$ cat config.mk
export PLATFORM = sky130hd
export DESIGN_NAME = rv32i_ctrl_pipe
export DESIGN_NICKNAME = d
export VERILOG_FILES = /design/src/rtl/rv32i_ctrl_pipe_pkg.sv /design/src/rtl/rv32i_ctrl_pipe_fwd_match.sv /design/src/rtl/rv32i_ctrl_pipe.sv
export SDC_FILE = /design/constraint.sdc
export NUM_CORES = 1
export LEC_CHECK = 0
export CORE_MARGIN = 4
export CORE_UTILIZATION = 40
export CTS_CLUSTER_DIAMETER = 100
export DETAILED_ROUTE_END_ITERATION = 12
export GPL_TIMING_DRIVEN = 0
export PLACE_DENSITY = 0.87
export SYNTH_ARGS = -nofsm -noshare
export SYNTH_HDL_FRONTEND = slang
export SYNTH_SLANG_ARGS = --single-unit
$ cat constraint.sdc
create_clock -name clk -period 6.2 [get_ports clk]
set_input_delay 1.24 -clock clk [delete_from_list [all_inputs] [get_ports clk]]
set_output_delay 1.24 -clock clk [all_outputs]
set_load 0.1 [all_outputs]
$ cat src/rtl/rv32i_ctrl_pipe_pkg.sv
// Shared rv32i types for the in-flight control pipe: control word, pipe entry and the register-match rule.
// The forwarding option of rv32i_ctrl_pipe is selected with RV32I_CTRL_PIPE_FWD_EN.
package rv32i_types;

  typedef logic [31:0] rv32i_word;
  typedef logic [4:0]  rv32i_reg;

  localparam rv32i_reg RV32I_X0 = 5'd0;

  typedef enum logic [6:0] {
    op_lui   = 7'b0110111,
    op_auipc = 7'b0010111,
    op_jal   = 7'b1101111,
    op_jalr  = 7'b1100111,
    op_br    = 7'b1100011,
    op_load  = 7'b0000011,
    op_store = 7'b0100011,
    op_imm   = 7'b0010011,
    op_reg   = 7'b0110011,
    op_csr   = 7'b1110011
  } rv32i_opcode;

  typedef struct packed {
    rv32i_opcode opcode;
    logic [2:0]  funct3;
    logic        load_regfile;
    rv32i_reg    dest_reg;
    logic        mem_read;
    logic        mem_write;
  } rv32i_ctrl_word;

  typedef struct packed {
    logic           v;
    logic           rdy;
    rv32i_ctrl_word ctrl;
    rv32i_word      data;
  } rv32i_pipe_entry_t;

  // x0 is hardwired, so an in-flight write to it never produces a dependency.
  function automatic logic reg_match(logic v, logic load, rv32i_reg dest, rv32i_reg rs);
    return v && load && (dest == rs) && (rs != RV32I_X0);
  endfunction

endpackage

$ cat src/rtl/rv32i_ctrl_pipe_fwd_match.sv
// Youngest-match priority selector for one decode source register.
// A match on a stage that is not ready reports a stall instead of a hit.
module rv32i_fwd_match
  import rv32i_types::*;
#(
  parameter int DEPTH = 3,
  parameter int XLEN  = 32
) (
  input  logic [DEPTH-1:0]           valid,
  input  logic [DEPTH-1:0]           load,
  input  logic [DEPTH-1:0]           rdy,
  input  logic [DEPTH-1:0][4:0]      dest,
  input  logic [DEPTH-1:0][XLEN-1:0] data,
  input  logic [4:0]                 rs,
  output logic                       hit,
  output logic                       stall,
  output logic [XLEN-1:0]            fwd_data
);

  logic            found;
  logic            sel_rdy;
  logic [XLEN-1:0] sel_data;

  // NOTE: combinational blocks use blocking assignments and give every output a default first,
  // so no latch is inferred and the last assignment in program order wins.
  always_comb begin
    found    = 1'b0;
    sel_rdy  = 1'b0;
    sel_data = '0;
    // Scan oldest to youngest so the lowest matching index overrides the rest.
    for (int i = DEPTH - 1; i >= 0; i--) begin
      if (reg_match(valid[i], load[i], dest[i], rs)) begin
        found    = 1'b1;
        sel_rdy  = rdy[i];
        sel_data = data[i];
      end
    end
  end

  assign hit      = found && sel_rdy;
  assign stall    = found && !sel_rdy;
  assign fwd_data = hit ? sel_data : '0;

endmodule

$ cat src/rtl/rv32i_ctrl_pipe.sv
// In-flight instruction tracker between decode and writeback: stage shifting, result capture and
// forwarding/hazard answers for decode. Define RV32I_CTRL_PIPE_FWD_EN to enable forwarding.
module rv32i_ctrl_pipe
  import rv32i_types::*;
#(
  parameter int DEPTH       = 3,
  parameter int XLEN        = 32,
  parameter int FLUSH_DEPTH = 1
) (
  input  logic                        clk,
  input  logic                        rst,
  input  logic                        in_valid,
  input  rv32i_ctrl_word              in_ctrl,
  output logic                        in_ready,
  input  logic                        hold,
  input  logic                        flush,
  input  logic                        res_wr,
  input  logic [$clog2(DEPTH)-1:0]    res_idx,
  input  logic [XLEN-1:0]             res_data,
  input  logic [4:0]                  rs1_q,
  input  logic [4:0]                  rs2_q,
  output logic                        fwd1_hit,
  output logic [XLEN-1:0]             fwd1_data,
  output logic                        fwd2_hit,
  output logic [XLEN-1:0]             fwd2_data,
  output logic                        hazard,
  output logic [DEPTH-1:0]            stage_valid,
  output rv32i_ctrl_word [DEPTH-1:0]  stage_ctrl,
  output logic [DEPTH-1:0][XLEN-1:0]  stage_data,
  output logic                        retire_valid,
  output rv32i_ctrl_word              retire_ctrl,
  output logic [XLEN-1:0]             retire_data
);

  localparam int IW = $clog2(DEPTH);

  rv32i_pipe_entry_t [DEPTH-1:0] pipe;
  rv32i_pipe_entry_t [DEPTH-1:0] pipe_wr;
  rv32i_pipe_entry_t [DEPTH-1:0] pipe_nxt;

  logic [DEPTH-1:0]      st_load;
  logic [DEPTH-1:0]      fwd_rdy;
  logic [DEPTH-1:0][4:0] st_dest;
  logic                  stall1;
  logic                  stall2;
  logic                  wr_hit;

  always_comb begin
    for (int i = 0; i < DEPTH; i++) begin
      stage_valid[i] = pipe[i].v;
      stage_ctrl[i]  = pipe[i].ctrl;
      stage_data[i]  = XLEN'(pipe[i].data);
      st_load[i]     = pipe[i].ctrl.load_regfile;
      st_dest[i]     = pipe[i].ctrl.dest_reg;
    end
  end

`ifdef RV32I_CTRL_PIPE_FWD_EN
  always_comb begin
    for (int i = 0; i < DEPTH; i++) fwd_rdy[i] = pipe[i].rdy;
  end
`else
  // Presenting every match as not-ready stalls decode until the producer has retired.
  assign fwd_rdy = '0;
`endif

  rv32i_fwd_match #(.DEPTH(DEPTH), .XLEN(XLEN)) u_match_rs1 (
    .valid    (stage_valid),
    .load     (st_load),
    .rdy      (fwd_rdy),
    .dest     (st_dest),
    .data     (stage_data),
    .rs       (rs1_q),
    .hit      (fwd1_hit),
    .stall    (stall1),
    .fwd_data (fwd1_data)
  );

  rv32i_fwd_match #(.DEPTH(DEPTH), .XLEN(XLEN)) u_match_rs2 (
    .valid    (stage_valid),
    .load     (st_load),
    .rdy      (fwd_rdy),
    .dest     (st_dest),
    .data     (stage_data),
    .rs       (rs2_q),
    .hit      (fwd2_hit),
    .stall    (stall2),
    .fwd_data (fwd2_data)
  );

  assign hazard   = in_valid && (stall1 || stall2);
  assign in_ready = !hold && !hazard;

  // Writes aimed at an empty stage (or past the last stage) are dropped.
  assign wr_hit = res_wr && (int'(res_idx) < DEPTH) && pipe[res_idx].v;

  assign retire_valid = !hold && pipe[DEPTH-1].v;
  assign retire_ctrl  = pipe[DEPTH-1].ctrl;
  assign retire_data  = (wr_hit && res_idx == IW'(DEPTH - 1)) ? res_data
                                                               : XLEN'(pipe[DEPTH-1].data);

  always_comb begin
    pipe_wr = pipe;
    if (wr_hit) begin
      pipe_wr[res_idx].rdy  = 1'b1;
      pipe_wr[res_idx].data = rv32i_word'(res_data);
    end
  end

  always_comb begin
    pipe_nxt = pipe_wr;
    if (!hold) begin
      for (int i = DEPTH - 1; i >= 1; i--) pipe_nxt[i] = pipe_wr[i-1];
      pipe_nxt[0] = '0;
      if (in_valid && !hazard) begin
        pipe_nxt[0].v    = 1'b1;
        pipe_nxt[0].ctrl = in_ctrl;
      end
    end
    // Squashed stages become clean bubbles, which also discards a result written into them.
    if (flush) begin
      for (int i = 0; i < FLUSH_DEPTH; i++) pipe_nxt[i] = '0;
    end
  end

  // NOTE: state updates use non-blocking assignments; the whole entry array is small control
  // state, so it is reset in full rather than only the valid bits.
  always_ff @(posedge clk) begin
    if (rst) pipe <= '0;
    else     pipe <= pipe_nxt;
  end

endmodule

Word-level counts from Yosys, hierarchy flattened
Index checks and enable logic that the tools add are counted.

storage, ports and cells
  flip-flop bits (word level) = 156
  output and inout bits = 272
  logic and storage cells = 88

operators by class
  $lt $le $gt $ge = 3
  equal/unequal tests = 8
  muxes and demuxes = 19
  bitwise gates (word level) = 1
  reductions and logical operators = 30

operator list
  cell                  number
  $bwmux W156           2
  $mux W156             2
  $demux W52 S2         2
  $bmux W52 S2          1
  $mux W32              2
  $mux W52              1
  $mux W51              1
  $eq A5 B5 Y1          6
  $logic_and A1 B1 Y1   23
  $mux W18              1
  $reduce_bool A5 Y1    2
  $mux W1               7
  $lt A2 B3 Y1 const B  1
  $reduce_or A3 Y1      1
  $eq A2 B2 Y1 const B  1
  $ge A2 B1 Y1 const B  1
  $logic_not A1 Y1      2
  $lt A2 B2 Y1 const B  1
  $ne A2 B1 Y1 const B  1
  $reduce_or A2 Y1      1
  $logic_or A1 B1 Y1    1
  $not A1 Y1            1

Longest topological paths before layout
  word-level depth = 12
  gate-level depth with buffers = 6

Cells and area by module
A second synthesis with hierarchy kept.

unflattened totals
  cells, all modules = 1258
  area, all modules = 10148.5 µm²

by module, submodules not included
  module           times used  cells each  area each (µm²)
  rv32i_ctrl_pipe  1           952         8146.6
  rv32i_fwd_match  2           153         1001.0

Worst setup path before layout
OpenSTA, ideal clock, no wires.

  path kind = input -> output
  start point = input port rs2_q[1]
  end point = output port in_ready
  arrival time = 4.171 ns
  required time = 4.960 ns
  setup slack = 0.789 ns
  stages on the path = 6
  buffers on the path = 1
  cells stage by stage = or4_1 > nor2_2 > nor3_1 > or4_4 > buf_6 > o22ai_1

between the ends
  longest elaborated chain between the ends = 10
  elaborated cells on any way between the ends = 17
  those cells by class = eq/ne (3); mux (3); reduce/logical (11)

RTL lines
  element                           line                             source
  start, declared                   rv32i_ctrl_pipe.sv:21            input logic [4:0] rs2_q,
  $eq A5 B5 Y1                      rv32i_ctrl_pipe_pkg.sv:41        return v && load && (dest == rs) && (rs != RV32I_X0);
  $logic_and A1 B1 Y1 (2 in a row)  rv32i_ctrl_pipe_pkg.sv:41
  $mux W1 (2 in a row)              rv32i_ctrl_pipe_fwd_match.sv:32  if (reg_match(valid[i], load[i], dest[i], rs)) begin
  $mux W1 *                         rv32i_ctrl_pipe_fwd_match.sv:32
  $logic_or A1 B1 Y1 *              rv32i_ctrl_pipe.sv:91            assign hazard = in_valid && (stall1 || stall2);
  $logic_and A1 B1 Y1 *             rv32i_ctrl_pipe.sv:91
  $logic_not A1 Y1 *                rv32i_ctrl_pipe.sv:92            assign in_ready = !hold && !hazard;
  $logic_and A1 B1 Y1 *             rv32i_ctrl_pipe.sv:92
  end, declared                     rv32i_ctrl_pipe.sv:14            output logic in_ready,

Every way passes the cells marked *; elsewhere a longest branch is shown, timed or not.

Worst setup path after layout
  start point = input port rs2_q[2]
  end point = output port in_ready

Same word-level chain as after synthesis.

==> results.md <==
CTS:
- The TritonCTS sink count is 153.
- For the worst-skew pair, the clock arrives at the later sink with an insertion delay of 0.42 ns.
- The tree is rooted in a sky130_fd_sc_hd__clkbuf_16.
- The cts-stage hold buffer count is 0.
- The H-tree was split into 4 levels.
- The number of resized instances in the post-cts repair step is 0.
- The TritonCTS clock tree is built.
- Once the clock tree was built, the setup fixing pass inserted 0 buffers.
- Counting along the longest clock path gives a buffer depth of 2.
- The CTS buffer count is 17.
- The clock-pin slew of the registers on the worst-case setup and hold paths is roughly 0.06 ns.

Synthesis:
- The synthesized area per cell is 9.44 um2.
- Counting distinct cell types in the post-synthesis netlist gives 33.
- During synthesis, Yosys emitted a total of 0 warnings.
- After synthesis, the share of flip-flops with an asynchronous set or reset is 0%.
- Counting flops and latches in the post-synthesis netlist gives 153.
- For this run, the register share of the synthesized area comes to about 41%.
- The cell area after technology mapping is about 7500 um2.
- The number of flops mapped to enable cells by yosys is 0.
- In the synthesized netlist, the number of instances is roughly 790.
- The most used flip-flop cell after synthesis is sky130_fd_sc_hd__dfxtp_1.

Cells and area:
- The commonest non-fill, non-tap cell in the layout is sky130_fd_sc_hd__clkdlybuf4s50_1.
- The flip-flop and latch area is about 3100 um2.
- The number of nets in the layout is around 1.2k.
- Fill cells in the final layout number 1568.
- In the final layout, the multi-input gates occupy approximately 3600 um2.
- The area added between synthesis and finish is 50.6%.
- The finished cells cover 11300 um2.
- The fraction of layout cells with a size suffix above 1 is 19.9%.
- The number of antenna diodes in the final layout is 0.
- The top cell types in the final layout, fill and taps aside, are sky130_fd_sc_hd__clkdlybuf4s50_1 (272), sky130_fd_sc_hd__dfxtp_1 (153), sky130_fd_sc_hd__nor2_1 (134).

Critical path:
- STA puts the critical path data arrival time at about 4.7 ns.
- Of all nets on the critical path, the largest fanout is 10.
- In this design, the critical path's most frequently occurring cell is sky130_fd_sc_hd__clkdlybuf4s50_1.
- The required arrival time at the worst endpoint is 4.96 ns.
- Traced cell by cell, the critical path runs through clkdlybuf4s50_1, or4_1, nor2_2, nor3_1, or4_4, buf_6, o22ai_1, clkdlybuf4s50_1.
- The delay contributed by the slowest stage of the critical path is 1.20 ns.
- The kind of capture point of the worst setup path is an output port.
- The standard cell with the maximum stage delay on the critical path is sky130_fd_sc_hd__clkdlybuf4s50_1.
- The worst setup path is launched from an input pin.
- The startpoint-to-endpoint class of the critical path is in -> out.

Floorplanning:
- During I/O placement, the number of pins put on the boundary was 340.
- Row generation in the floorplan step produced 49 rows.
- The die footprint is 21000 um2.
- The horizontal die dimension is 145 um.
- The area of the core is 18200 um2.
- The initial core utilization is 41.2%.
- The floorplan die height is roughly 140 um.

Global route:
- The first global-routing pass estimated 36400 um of wire.
- The overall track demand over capacity in global routing is a little under a quarter.
- Entering global routing, the biggest net connects 17 pins.
- The total overflow left after global routing is 0.
- The number of global-route vias before repair was approximately 6.8k.
- The initial antenna violation count is 0.

Timing:
- The summed negative setup slack over all endpoints is 0 ns.
- The worst slew slack as a fraction of its limit is 14.9%.
- At the pin with the least slew margin, the transition time is 1.27 ns.
- On the final layout, the worst clock skew is 0.00606 ns.
- Setup violations remaining at the end of the flow were counted as 0.
- The final critical-path share of the clock period is 95.6%.
- Setup repair after global routing left no endpoint under its margin.
- On the final layout, the worst hold slack is 0.476 ns.
- The max-slew violation count is 0.
- After layout, the minimum clock period comes to 5.93 ns.
- The number of hold violations in the final report is 0.
- Derived from the worst setup path, the maximum achievable clock frequency is 0.169 GHz.

Power:
- The analysis attributes to cell leakage a power of 4.62 nW.
- For this design the total switching power over the nets is between 0.001 and 0.0015 W.
- Power spread over the standard cell area amounts to ~250 nW/um2.
- The power share of the sequential group is a little under two fifths.
- The cell-internal power is 0.00172 W.
- The switching share of power is 38.0%.
- The worst supply voltage drop on vdd is 0.174 mV.
- The share of total power in combinational logic is 28.3%.
- Of the total power, the clock network draws 34.7%.

Status:
- The run finished with clean final reports.

Placed design:
- The final weighted congestion in routability-driven placement is 0.849.
- The cell area reported after detailed placement is around 11000 um2.
- Input and output buffers added on the ports amount to about 270.
- The wire-length estimate of the detail-placed layout is roughly 19000 um.

Routing:
- After detailed routing, the number of remaining DRC violations is 0.
- The detailed router placed 6659 vias in this run.
- In the final routed layout, each cell accounts on average for 17.5 um.
- The count of nets left with antenna violations after detail routing is 0.
- The number of design-rule violations left by the first detailed-router iteration is 175.
- The routed wire length is 24400 um.
- The number of iterations in the first detailed-routing pass is 4.
- Dividing the detail-routed via count by the number of cells gives 4.78.

Job:
- The reported max-cap violation count is 0.

Hold path:
- The worst min-delay path category is reg -> reg.
==> cell type report <==
cell class	instances	share of cell area, %
buffer	171	9.92
clock buffer	17	3.77
clock inverter	15	1.03
inverter	1	0.0332
multi-input combinational	534	31.5
sequential	153	27.1
tap	229	2.54
timing repair buffer	272	24.1
==> flip-flops by register name, indices dropped and copies added (netlist names) <==
register and cells:
stage_data 96, stage_ctrl 36, retire_ctrl 18, stage_valid 3
==> critical path, delay by kind of cell <==
family,cells,cell delay [ns]
compound gates,1,0.13
buf+inv,3,1.91
simple gates,4,1.39
==> cell families (layout without fill, tap and decap cells) <==
| logic type | count (synthesis) | count (layout) | synth area share, % |
|---|---|---|---|
| and+or+nand+nor | 232 | 232 | 13.5 |
| buffers and inverters | 172 | 476 | 15.0 |
| DFF | 153 | 153 | 40.9 |
| muxes | 134 | 134 | 18.7 |
| AOI/OAI and AO/OA | 72 | 72 | 8.36 |
| xor gates and xnor gates | 30 | 30 | 3.51 |
| other | 1 | 66 | 0.0500 |
==> stage by stage <==
stage	cells	setup WS, ns	utilization (%)	total power [W]
finish	1392	0.274	62.0	0.00277
global route	1392	0.178	62.0	0.00286
floorplan	859	0.789	-	0.00166
CTS	1392	0.284	62.0	0.00279
detailed placement	1360	0.289	59.0	0.00183
global placement	1360	0.310	59.0	0.00183
==> per-layer routing <==
| layer | vias to the layer above | wire length, um | global-route usage (%) |
|---|---|---|---|
| li1 | 3220 | - | - |
| met1 | 3130 | 9310 | 25.0 |
| met2 | 269 | 12500 | 41.0 |
| met3 | 40 | 1900 | 6.05 |
| met4 | 0 | 670 | 8.25 |
| met5 | - | 0 | 0 |
==> synth_stat cells, drive strengths merged, types with 2 or more instances <==
cell type | count | area (um2)
xnor2 | 30 | 263
clkbuf | 32 | 120
nand2 | 37 | 139
nand4 | 6 | 37.5
nand3 | 6 | 30.0
or4 | 3 | 26.3
nor3 | 21 | 105
buf | 139 | 1000
mux2i | 86 | 861
and2 | 16 | 100
mux2 | 48 | 541
nand4b | 2 | 17.5
nor2 | 137 | 522
dfxtp | 153 | 3060
o21ai | 3 | 15.0
o31ai | 18 | 229
a211oi | 48 | 360
==> power by group through the flow <==
stage	registers, W	logic, W	clock network [W]
floorplan	0.00121	0.000446	0
global placement	0.00105	0.000778	0
detailed placement	0.00105	0.000783	0
CTS	0.00103	0.000784	0.000982
global route	0.00103	0.000812	0.00102
finish	0.00103	0.000784	0.000961
==> path summary, 6_finish.rpt <==
check	start	endpoint	slack (ns)	cells after the start
worst max-delay path	rs2_q[2]	in_ready	0.27	8
worst min-delay path	stage_ctrl[0]	stage_ctrl[0]	0.48	2
worst min register to register	stage_ctrl[0]	stage_ctrl[0]	0.48	2
worst max register to register	retire_ctrl[2]	stage_ctrl[12]	3.97	6
No activity file was read; power rests on OpenSTA's default activity.
